`src/rtl/sys_io_pkg.sv`:
```
// Shared types and helpers for the console <-> game-pad SPI link.
// Latency: n/a (package).
// Backpressure: n/a (package).
//
// Contents:
//   controller_t / CONTROLLER_BITS  pad snapshot layout {joystick_x, joystick_y, buttons}
//   CRC8_POLY / crc8_24()           CRC-8 (x^8+x^2+x+1, init 0), MSB-first over 24 data bits
//   spi_resp_state_t                responder FSM states
package sys_io_pkg;

    localparam int CONTROLLER_BITS = 24;
    localparam logic [7:0] CRC8_POLY = 8'h07;

    typedef struct packed {
        logic [7:0] joystick_x;
        logic [7:0] joystick_y;
        logic [7:0] buttons;
    } controller_t;

    typedef enum logic [1:0] {
        IDLE  = 2'd0,
        SHIFT = 2'd1,
        DONE  = 2'd2
    } spi_resp_state_t;

    // Bit-serial CRC-8, identical on both ends of the link.
    function automatic logic [7:0] crc8_24(input logic [23:0] data);
        logic [7:0] crc;
        crc = 8'h00;
        for (int i = 23; i >= 0; i--) begin
            if (crc[7] ^ data[i]) begin
                crc = {crc[6:0], 1'b0} ^ CRC8_POLY;
            end else begin
                crc = {crc[6:0], 1'b0};
            end
        end
        return crc;
    endfunction

endpackage

```
`src/rtl/spi_sync.sv`:
```
// Synchronizer for one asynchronous SPI pin, plus rise/fall strobes.
// Latency: SYNC_STAGES cycles pin-to-strobe (strobe is combinational off the last two synced samples).
// Backpressure: none; strobes are single-cycle and must be consumed when presented.
//
// Ports:
//   clk_in, rst_in   system clock, async active-low reset
//   pin_in           raw asynchronous pin
//   lvl_out          synchronized level
//   rise_out/fall_out one-cycle edge strobes
module spi_sync #(
    parameter int   SYNC_STAGES = 2,
    parameter logic RESET_VAL   = 1'b0
) (
    input  logic clk_in,
    input  logic rst_in,
    input  logic pin_in,
    output logic lvl_out,
    output logic rise_out,
    output logic fall_out
);

    if (SYNC_STAGES < 2 || SYNC_STAGES > 3) begin : g_bad_stages
        $error("spi_sync: SYNC_STAGES must be 2 or 3");
    end

    // pipe[SYNC_STAGES-1] is the synced sample; the extra top bit is its history
    // used for edge detection.
    logic [SYNC_STAGES:0] pipe;

    always_ff @(posedge clk_in or negedge rst_in) begin
        if (!rst_in) begin
            pipe <= {(SYNC_STAGES + 1){RESET_VAL}};
        end else begin
            pipe <= {pipe[SYNC_STAGES-1:0], pin_in};
        end
    end

    assign lvl_out  = pipe[SYNC_STAGES-1];
    assign rise_out =  pipe[SYNC_STAGES-1] & ~pipe[SYNC_STAGES];
    assign fall_out = ~pipe[SYNC_STAGES-1] &  pipe[SYNC_STAGES];

endmodule

```
`src/rtl/spi_pad_responder.sv`:
```
// SPI mode-0 responder: shifts a controller snapshot out on MISO, captures a MOSI command word.
// Latency: SYNC_STAGES+1 clk_in cycles from any SPI pin change to its effect; rx_valid/frame_err one cycle after cs_n rise is seen.
// Backpressure: none; the master sets the pace, rx_valid_out/frame_err_out are single-cycle pulses.
//
// Ports: clk_in/rst_in (async active-low); controller_in snapshot at cs_n fall;
//   sclk_in/cs_n_in/mosi_in async SPI inputs; miso_out/miso_oe_out SPI output;
//   rx_data_out/rx_valid_out received word; frame_err_out abort/overrun/CRC error; busy_out in SHIFT.
// Build option: SPI_RESP_CRC8_EN appends a CRC-8 byte to both directions (32-bit frame).
module spi_pad_responder
    import sys_io_pkg::*;
#(
    parameter int SYNC_STAGES  = 2,
    parameter int MIN_SCLK_DIV = 8
) (
    input  logic                       clk_in,
    input  logic                       rst_in,
    input  controller_t                controller_in,
    input  logic                       sclk_in,
    input  logic                       cs_n_in,
    input  logic                       mosi_in,
    output logic                       miso_out,
    output logic                       miso_oe_out,
    output logic [CONTROLLER_BITS-1:0] rx_data_out,
    output logic                       rx_valid_out,
    output logic                       frame_err_out,
    output logic                       busy_out
);

`ifdef SPI_RESP_CRC8_EN
    localparam int FRAME_LEN = CONTROLLER_BITS + 8;
`else
    localparam int FRAME_LEN = CONTROLLER_BITS;
`endif
    localparam int CNT_W = $clog2(FRAME_LEN + 1);
    localparam logic [CNT_W-1:0] LAST_CNT = CNT_W'(FRAME_LEN);

    logic sclk_lvl, sclk_rise, sclk_fall;
    logic cs_lvl, cs_rise, cs_fall;
    logic mosi_lvl, mosi_rise, mosi_fall;

    spi_sync #(.SYNC_STAGES(SYNC_STAGES), .RESET_VAL(1'b0)) u_sclk_sync (
        .clk_in(clk_in), .rst_in(rst_in), .pin_in(sclk_in),
        .lvl_out(sclk_lvl), .rise_out(sclk_rise), .fall_out(sclk_fall)
    );

    // Resets to deselected so a reset release never looks like a frame start.
    spi_sync #(.SYNC_STAGES(SYNC_STAGES), .RESET_VAL(1'b1)) u_cs_sync (
        .clk_in(clk_in), .rst_in(rst_in), .pin_in(cs_n_in),
        .lvl_out(cs_lvl), .rise_out(cs_rise), .fall_out(cs_fall)
    );

    spi_sync #(.SYNC_STAGES(SYNC_STAGES), .RESET_VAL(1'b0)) u_mosi_sync (
        .clk_in(clk_in), .rst_in(rst_in), .pin_in(mosi_in),
        .lvl_out(mosi_lvl), .rise_out(mosi_rise), .fall_out(mosi_fall)
    );

    logic unused_sync;
    assign unused_sync = ^{sclk_lvl, cs_lvl, mosi_rise, mosi_fall};

    spi_resp_state_t state, state_nxt;
    logic load, rx_shift, tx_shift, finish;

    logic [FRAME_LEN-1:0] tx_sr, rx_sr, snapshot;
    logic [CNT_W-1:0]     bit_cnt;
    logic                 overrun;
    logic                 frame_good;

`ifdef SPI_RESP_CRC8_EN
    assign snapshot   = {controller_in, crc8_24(controller_in)};
    assign frame_good = (bit_cnt == LAST_CNT) && !overrun &&
                        (crc8_24(rx_sr[FRAME_LEN-1 -: CONTROLLER_BITS]) == rx_sr[7:0]);
`else
    assign snapshot   = controller_in;
    assign frame_good = (bit_cnt == LAST_CNT) && !overrun;
`endif

    always_ff @(posedge clk_in or negedge rst_in) begin
        if (!rst_in) begin
            state <= IDLE;
        end else begin
            state <= state_nxt;
        end
    end

    // cs_n rise is tested first so an SCLK edge landing in the same synced
    // sample is dropped rather than corrupting the end-of-frame check.
    always_comb begin
        state_nxt = state;
        load      = 1'b0;
        rx_shift  = 1'b0;
        tx_shift  = 1'b0;
        finish    = 1'b0;
        case (state)
            IDLE: begin
                if (cs_fall) begin
                    state_nxt = SHIFT;
                    load      = 1'b1;
                end
            end
            SHIFT: begin
                if (cs_rise) begin
                    state_nxt = DONE;
                    finish    = 1'b1;
                end else if (sclk_rise) begin
                    rx_shift = 1'b1;
                end else if (sclk_fall) begin
                    tx_shift = 1'b1;
                end
            end
            DONE:    state_nxt = IDLE;
            default: state_nxt = IDLE;
        endcase
    end

    always_ff @(posedge clk_in or negedge rst_in) begin
        if (!rst_in) begin
            tx_sr         <= '0;
            rx_sr         <= '0;
            bit_cnt       <= '0;
            overrun       <= 1'b0;
            miso_out      <= 1'b0;
            miso_oe_out   <= 1'b0;
            rx_data_out   <= '0;
            rx_valid_out  <= 1'b0;
            frame_err_out <= 1'b0;
        end else begin
            rx_valid_out  <= 1'b0;
            frame_err_out <= 1'b0;
            if (load) begin
                tx_sr       <= snapshot;
                bit_cnt     <= '0;
                overrun     <= 1'b0;
                miso_out    <= snapshot[FRAME_LEN-1];
                miso_oe_out <= 1'b1;
            end
            if (rx_shift) begin
                rx_sr <= {rx_sr[FRAME_LEN-2:0], mosi_lvl};
                if (bit_cnt == LAST_CNT) begin
                    overrun <= 1'b1;
                end else begin
                    bit_cnt <= bit_cnt + CNT_W'(1);
                end
            end
            if (tx_shift) begin
                // Zero fill: once the frame is exhausted MISO reads 0.
                tx_sr    <= {tx_sr[FRAME_LEN-2:0], 1'b0};
                miso_out <= tx_sr[FRAME_LEN-2];
            end
            if (finish) begin
                miso_out    <= 1'b0;
                miso_oe_out <= 1'b0;
                if (frame_good) begin
                    rx_data_out  <= rx_sr[FRAME_LEN-1 -: CONTROLLER_BITS];
                    rx_valid_out <= 1'b1;
                end else begin
                    frame_err_out <= 1'b1;
                end
            end
        end
    end

    assign busy_out = (state == SHIFT);

    // Cycles since the last synced SCLK rise; only feeds the period check below.
    logic [15:0] sclk_gap;

    always_ff @(posedge clk_in or negedge rst_in) begin
        if (!rst_in) begin
            sclk_gap <= '0;
        end else if (sclk_rise) begin
            sclk_gap <= '0;
        end else if (sclk_gap != 16'hFFFF) begin
            sclk_gap <= sclk_gap + 16'd1;
        end
    end

    a_min_sclk_period: assert property (
        @(posedge clk_in) disable iff (!rst_in)
        (rx_shift && bit_cnt != '0) |-> (sclk_gap >= 16'(MIN_SCLK_DIV - 1))
    );

endmodule

```
`config.mk`:
```
export PLATFORM = sky130hd
export DESIGN_NAME = spi_pad_responder
export DESIGN_NICKNAME = d
export VERILOG_FILES = /design/src/rtl/sys_io_pkg.sv /design/src/rtl/spi_sync.sv /design/src/rtl/spi_pad_responder.sv
export SDC_FILE = /design/constraint.sdc
export NUM_CORES = 1
export LEC_CHECK = 0
export BUFFER_PORTS_ARGS = -buffer_cell sky130_fd_sc_hd__buf_4
export CORE_UTILIZATION = 62
export CTS_BUF_LIST = sky130_fd_sc_hd__clkbuf_2 sky130_fd_sc_hd__clkbuf_4 sky130_fd_sc_hd__clkbuf_8
export CTS_CLUSTER_SIZE = 24
export DETAILED_ROUTE_END_ITERATION = 10
export GPL_TIMING_DRIVEN = 1
export PLACE_DENSITY = 0.86
export SYNTH_ARGS = -nofsm -noshare
export SYNTH_HDL_FRONTEND = slang
export SYNTH_SLANG_ARGS = --single-unit
```
`constraint.sdc`:
```
create_clock -name clk_in -period 2.7 [get_ports clk_in]
set_input_delay 0.405 -clock clk_in [delete_from_list [all_inputs] [get_ports clk_in]]
set_output_delay 0.405 -clock clk_in [all_outputs]
set_load 0.02 [all_outputs]
```
==> impl_metrics.toml, run 1 <==
[timing]
max_slew_margin_pct = 38.7
finalCritPeriodShare_pct = 73.0
timing.setup.tns_ns = 0
report.final.hold_viol_count = 0
worst_clock_skew_ns = 0.0101
setup-violations-final = 0
slew_viol_final = 0
rsz_0062_raised_after_global_routing = "false"
worstMarginPinSlew_ns = 0.920
fmax_ghz = 0.508
period_needed_ns = 1.97

[layout]
multiInputGateArea_um2 = 1220
final_common_cell = "sky130_fd_sc_hd__dfrtp_1"
insertedDiodeCount = 0
final_layout_size_suffix_gt1_share_pct = 40.8
synthToLayoutAreaGrowth_pct = 19.9
seq_area_um2 = 2280
filler_cell_count = 359
finish.net_count = 360
utilization_pct = 77.6
layout.cells.most_common_list = "sky130_fd_sc_hd__dfrtp_1 (88), sky130_fd_sc_hd__buf_4 (62), sky130_fd_sc_hd__nand2_1 (56)"

[global_routing]
grt_antenna_before_repair = 0
gr-total-overflow = 0
grtUsageTotal_pct = 24.6
first_global_vias = 2364
grt_first_pass_wirelength_um = 11400
grt_start_max_net_pins = 41

[critical_path]
critical_path_cell_list = "nor4b_2, buf_4, a41oi_2, nand2_1, nand2_1"
critPathRequiredTime_ns = 2.99
endpoint_kind = "flop"
cell_family_with_most_cp_delay = "compound AO/OA/AOI/OAI gates"
path_buf_inv = 1
crit_path_top_delay_cell = "sky130_fd_sc_hd__a41oi_2"
worst_setup_path_start_kind = "flop"
path_common_cell = "sky130_fd_sc_hd__nand2_1"
slowest_delay_ns = 0.77
worst_ep_arrival_time_ns = 2.26
worst-path-max-fanout = 29
worstSetupPathType = "reg2reg"

[clock_tree]
worstSkewPairLatency_ns = 0.35
tritoncts_clock_tree = "done"
tritoncts.num_buffers = 9
path_clk_slew_ns = 0.08
cts.hold.buffers_added = 0
cts.sinks = 91
postCtsResizedCells = 0
postCtsSetupRepairBufs = 0
number_of_h_tree_levels = 3
cts_max_path_buffers = 2
clock_root_buffer = "sky130_fd_sc_hd__clkbuf_8"

[placement]
detailed_place_hpwl_um = 4420
io_buffers = 57
finalWeightedCongestion = 0.724

[synthesis]
synth.net_count = 299
mappedNetlistArea_um2 = 3590
synth_seq_area_share_pct = 63.6
post-synth-top-area-cell = "sky130_fd_sc_hd__dfrtp_1"
ys.warnings.count = 0
synthesis.instances = 268
synth_cell_type_count = 31
netlist_top_cells_area = "sky130_fd_sc_hd__dfrtp_1 (61%), sky130_fd_sc_hd__mux2_2 (15%), sky130_fd_sc_hd__nand2_1 (5.9%)"
yosysTopAreaCellShare_pct = 61.4
synth.ff_latch_count = 91
synth_area_per_cell_um2 = 13.4

[run_status]
status = "finished, final reports clean"

[run]
reported_max_cap_violation_count = 0

[drt]
vias = 2264
drt-initial-drc-count = 161
via_density_per_instance = 5.59
drt_wl_total_um = 6670
route.antenna.remaining_nets = 0
drc_errors_left = 0
drt-wirelength-per-cell_um = 16.5
drt_pre_antenna_iters = 5

[floorplan]
row_count = 27
die_y_um = 78.1
die_area_um2 = 6090
die_width_um = 78.1
top_level_ports = 58
effective_utilization_at_floorplan_pct = 64.7
core_region_area_um2 = 5540

[pwr]
static-leakage-power_nw = 2.23
power.density_nw_per_um2 = 707
p_total_w = 0.00304
worst_ir_drop_vdd_mv = 0.586

[min_path]
holdCritPathClass = "in2async"
report_power, final:
group / switching (W) / internal (W) / total [W]
sequential: 0.000134 / 0.00155 / 0.00169
clock: 0.000447 / 0.000525 / 0.000972
combinational: 0.000203 / 0.000179 / 0.000382
total: 0.000784 / 0.00226 / 0.00304
metrics by stage:
stage | worst slack [ns] | area, um^2 | instances | hold WS [ns]
6_report | 0.730 | 4300 | 405 | 0.0246
5_1_grt | 0.554 | 4300 | 405 | 0.0519
4_1_cts | 0.715 | 4300 | 405 | 0.0337
3_5_place_dp | 0.733 | 4090 | 390 | 0.346
3_3_place_gp | 0.811 | 4090 | 390 | 0.339
2_1_floorplan | 0.931 | 3590 | 268 | 0.109
metal layers:
| metal | part of all wire [%] | global-route usage [%] |
|---|---|---|
| met1 | 42 | 32.3 |
| met2 | 51 | 39.6 |
| met3 | 5.5 | 7.56 |
| met4 | 1.4 | 7.59 |
| met5 | 0 | 0 |
final cells by class:
type                       count  area share, %
sequential                    91           53.0
multi-input combinational    159           28.3
timing repair buffer          63           11.3
clock buffer                  10           3.05
tap                           72           2.09
clock inverter                 5           1.83
inverter                       5          0.436
synth_stat cells (all sizes together):
cell    number
a21oi        3
a22o         1
a22oi       22
a2bb2o       1
a41oi        1
and2b        1
and4         1
buf         10
clkbuf       3
dfrtp       88
dfstp        3
ha           2
inv          5
mux2        49
mux2i        4
nand2       56
nand2b       3
nand3        2
nand4b       1
nor2         3
nor2b        1
nor3         1
nor4b        2
o21ai        1
o22ai        1
o31ai        1
or3          1
xor2         1
kinds of logic (layout without fill, tap and decap cells):
group	count (synthesis)	count (layout)	share of synthesized area, %
DFF	91	91	63.6
and+or+nand+nor	72	72	9.77
muxes	53	53	16.5
AOI/OAI and AO/OA	31	31	6.31
buffers and inverters	18	83	2.89
adders and majority gates	2	2	0.697
xor gates and xnor gates	1	1	0.244
final timing paths:
| kind | to | slack [ns] | start | cells after the start |
|---|---|---|---|---|
| worst min register to register | u_mosi_sync.pipe[1]$_DFF_PN0_ | 0.36 | u_mosi_sync.pipe[0]$_DFF_PN0_ | 0 |
| worst max register to register | tx_sr[10]$_DFFE_PN0P_ | 0.73 | u_cs_sync.pipe[1]$_DFF_PN1_ | 5 |
| max in group asynchronous | tx_sr[20]$_DFFE_PN0P_ | 2.03 | rst_in | 2 |
| worst min-delay path | state[0]$_DFFE_PN0P_ | 0.02 | rst_in | 1 |
| worst max-delay path | tx_sr[10]$_DFFE_PN0P_ | 0.73 | u_cs_sync.pipe[1]$_DFF_PN1_ | 5 |
| min in group clk_in | u_cs_sync.pipe[0]$_DFF_PN1_ | 0.16 | cs_n_in | 1 |
flip-flops by register name, indices dropped and copies added, names as in the netlist:
| signal | cells |
|---|---|
| u_cs_sync.pipe | 3 |
| miso_out | 1 |
| bit_cnt | 5 |
| rx_sr | 24 |
| tx_sr | 23 |
| frame_err_out | 1 |
| state | 2 |
| rx_valid_out | 1 |
| u_sclk_sync.pipe | 3 |
| rx_data_out | 24 |
| miso_oe_out | 1 |
| overrun | 1 |
| u_mosi_sync.pipe | 2 |
worst register-to-register path: cells and delay by family, from the launching register on:
family	cells	cell delay, ns
simple gates	3	0.33
compound gates	1	0.77
buf+inv	1	0.24
flops	1	0.57
(Power assumes the default switching activity.)
==> inputs of run 2 (changes only) <==
--- a/config.mk
+++ b/config.mk
@@ -6,12 +6,12 @@
 export NUM_CORES = 1
 export LEC_CHECK = 0
 export BUFFER_PORTS_ARGS = -buffer_cell sky130_fd_sc_hd__buf_4
-export CORE_UTILIZATION = 62
+export CORE_UTILIZATION = 58
 export CTS_BUF_LIST = sky130_fd_sc_hd__clkbuf_2 sky130_fd_sc_hd__clkbuf_4 sky130_fd_sc_hd__clkbuf_8
 export CTS_CLUSTER_SIZE = 24
 export DETAILED_ROUTE_END_ITERATION = 10
 export GPL_TIMING_DRIVEN = 1
-export PLACE_DENSITY = 0.86
+export PLACE_DENSITY = 0.82
 export SYNTH_ARGS = -nofsm -noshare
 export SYNTH_HDL_FRONTEND = slang
 export SYNTH_SLANG_ARGS = --single-unit
==> constraint.sdc (replaced) <==
create_clock -name clk_in -period 1.9 [get_ports clk_in]
set_input_delay 0.285 -clock clk_in [delete_from_list [all_inputs] [get_ports clk_in]]
set_output_delay 0.285 -clock clk_in [all_outputs]
set_load 0.02 [all_outputs]
==> run 2 against run 1 <==
Effect of this change: register-to-register slack worse by 0.65 ns; routed wire length is 0.60% higher; critical endpoint is now bit_cnt[2]$_DFF_PN0_; die area is 6.7% higher; first-iteration DRC count is 22% higher; sequential share of layout area is 0.78 points lower; clock-buffer cell count is 1 lower; cell count is 1.7% higher; critical path type unchanged; critical path depth stayed put; via count is 0.66% higher; clock skew is 0.0036 ns lower; global-route usage is 1.2 points lower.
==> impl_metrics.toml, run 2 (synthesized netlist as in run 1, its figures left out) <==
[pwr]
power.density_nw_per_um2 = 983
static-leakage-power_nw = 2.25
worst_ir_drop_vdd_mv = 0.707

[clock_tree]
number_of_h_tree_levels = 3
cts_max_path_buffers = 2
path_clk_slew_ns = 0.09
postCtsSetupRepairBufs = 0
clock_root_buffer = "sky130_fd_sc_hd__clkbuf_8"
worstSkewPairLatency_ns = 0.35
cts.sinks = 91
tritoncts_clock_tree = "done"
tritoncts.num_buffers = 9

[timing]
rsz_0062_raised_after_global_routing = "true"
period_needed_ns = 1.82
setup-violations-final = 0
fmax_ghz = 0.548
worstMarginPinSlew_ns = 0.658
worst_clock_skew_ns = 0.00651
report.final.hold_viol_count = 0
slew_viol_final = 0
max_slew_margin_pct = 56.0
holdWs_ns = 0.0362
finalCritPeriodShare_pct = 96.0

[critical_path]
critical_path.reg2reg.startpoint = "u_cs_sync.pipe[2]$_DFF_PN1_"
endpoint_kind = "flop"
worst-path-max-fanout = 31
reg2reg_depth = 5
worst_ep_arrival_time_ns = 2.11
setup.reg_to_reg.worst_slack_ns = 0.08
worstSetupPathType = "reg2reg"
rr_endpoint = "bit_cnt[2]$_DFF_PN0_"
worst_setup_path_start_kind = "flop"
critPathRequiredTime_ns = 2.19

[layout]
multiInputGateArea_um2 = 1230
synthToLayoutAreaGrowth_pct = 21.7
layout_top_registers = "rx_data_out: 24 flops, rx_sr: 24 flops, tx_sr: 23 flops"
layout.cells.most_common_list = "sky130_fd_sc_hd__dfrtp_1 (88), sky130_fd_sc_hd__buf_4 (62), sky130_fd_sc_hd__nand2_1 (55)"
insertedDiodeCount = 0
final_common_cell = "sky130_fd_sc_hd__dfrtp_1"
finish.net_count = 363
seq_area_um2 = 2280
final_layout_size_suffix_gt1_share_pct = 41.5
instances_no_fill = 412
filler_cell_count = 405

[run_status]
status = "finished, final reports clean"

[floorplan]
core_region_area_um2 = 5960
die_width_um = 80.6
die_area_um2 = 6500
effective_utilization_at_floorplan_pct = 60.2
row_count = 28
top_level_ports = 58
die_y_um = 80.6

[drt]
drt-initial-drc-count = 197
route.antenna.remaining_nets = 0
vias = 2279
drc_errors_left = 0
drt-wirelength-per-cell_um = 16.3
via_density_per_instance = 5.53
drt_pre_antenna_iters = 4
drt_wl_total_um = 6710

[placement]
detailed_place_hpwl_um = 4350
finalWeightedCongestion = 0.749
io_buffers = 57
dpl.cell_count = 395

[global_routing]
grt_first_pass_wirelength_um = 11100
first_global_vias = 2283
grt_antenna_before_repair = 0
grt_start_max_net_pins = 54
gr-total-overflow = 0
grtUsageTotal_pct = 23.4

[min_path]
min_to = "u_sclk_sync.pipe[0]$_DFF_PN0_"
hold_start = "sclk_in"
min_path_cells = 1
holdCritPathClass = "in2reg"

[run]
reported_max_cap_violation_count = 0
## run 2: worst max-delay path, cell delays in order, from the launching register on
cell and delay [ns]:
sky130_fd_sc_hd__dfstp_2 0.55, sky130_fd_sc_hd__and2b_1 0.23, sky130_fd_sc_hd__nor4b_4 0.30, sky130_fd_sc_hd__buf_12 0.25, sky130_fd_sc_hd__nand2_1 0.15, sky130_fd_sc_hd__a2bb2o_1 0.29
## run 2: metal layers
metal | track usage (%) | share of wire (%) | wire length (um)
met5 | 0 | 0 | 0
met4 | 5.89 | 0.64 | 43
met3 | 7.27 | 4.5 | 301
met2 | 38.6 | 52 | 3500
met1 | 30.0 | 43 | 2860
## run 2: through the flow
step	total power, W	cell area [um^2]	setup slack [ns]	TNS [ns]	util, %
2_1_floorplan	0.00272	3590	0.131	0	-
5_1_grt	0.00452	4370	-0.00315	-0.00506	73.3
6_report	0.00429	4370	0.0767	0	73.3
3_3_place_gp	0.00292	4140	0.152	0	69.4
4_1_cts	0.00433	4350	0.0598	0	73.1
3_5_place_dp	0.00297	4140	0.0769	0	69.4
## run 2: what timing repair did
| action | 4_1_cts | 5_1_grt |
|---|---|---|
| setup endpoints to repair | 0 | 29 |
| hold buffers | 1 | 0 |
| hold endpoints to repair | 15 | 0 |
| resized for setup | 0 | 2 |
## run 2: cell type report
class	instances	share of cell area (%)
well taps	75	2.15
clock inverters	7	1.89
inverters	5	0.430
clock buffers	9	2.84
flip-flops and latches	91	52.2
multi-input cells	159	28.2
repair buffers	66	12.3
## run 2: worst max path at each step
stage | slack (ns) | from | endpoint
final | 0.08 | u_cs_sync.pipe[2]$_DFF_PN1_ | bit_cnt[2]$_DFF_PN0_
after CTS | 0.06 | u_cs_sync.pipe[1]$_DFF_PN1_ | rx_data_out[2]$_DFFE_PN0P_
after global placement | 0.15 | u_cs_sync.pipe[1]$_DFF_PN1_ | rx_data_out[19]$_DFFE_PN0P_
after floorplan | 0.13 | bit_cnt[0]$_DFF_PN0_ | rx_data_out[10]$_DFFE_PN0P_
after global routing | -0.003 | u_cs_sync.pipe[2]$_DFF_PN1_ | bit_cnt[2]$_DFF_PN0_
after detailed placement | 0.08 | u_cs_sync.pipe[1]$_DFF_PN1_ | rx_data_out[17]$_DFFE_PN0P_
## run 2: where the power goes
part | total [W] | switching, W | internal, W | leakage (nW)
Clock | 0.00133 | 0.000699 | 0.000631 | 0.105
Combinational | 0.000565 | 0.000301 | 0.000264 | 0.946
Sequential | 0.00239 | 0.000189 | 0.00220 | 1.20
Total | 0.00429 | 0.00119 | 0.00310 | 2.25
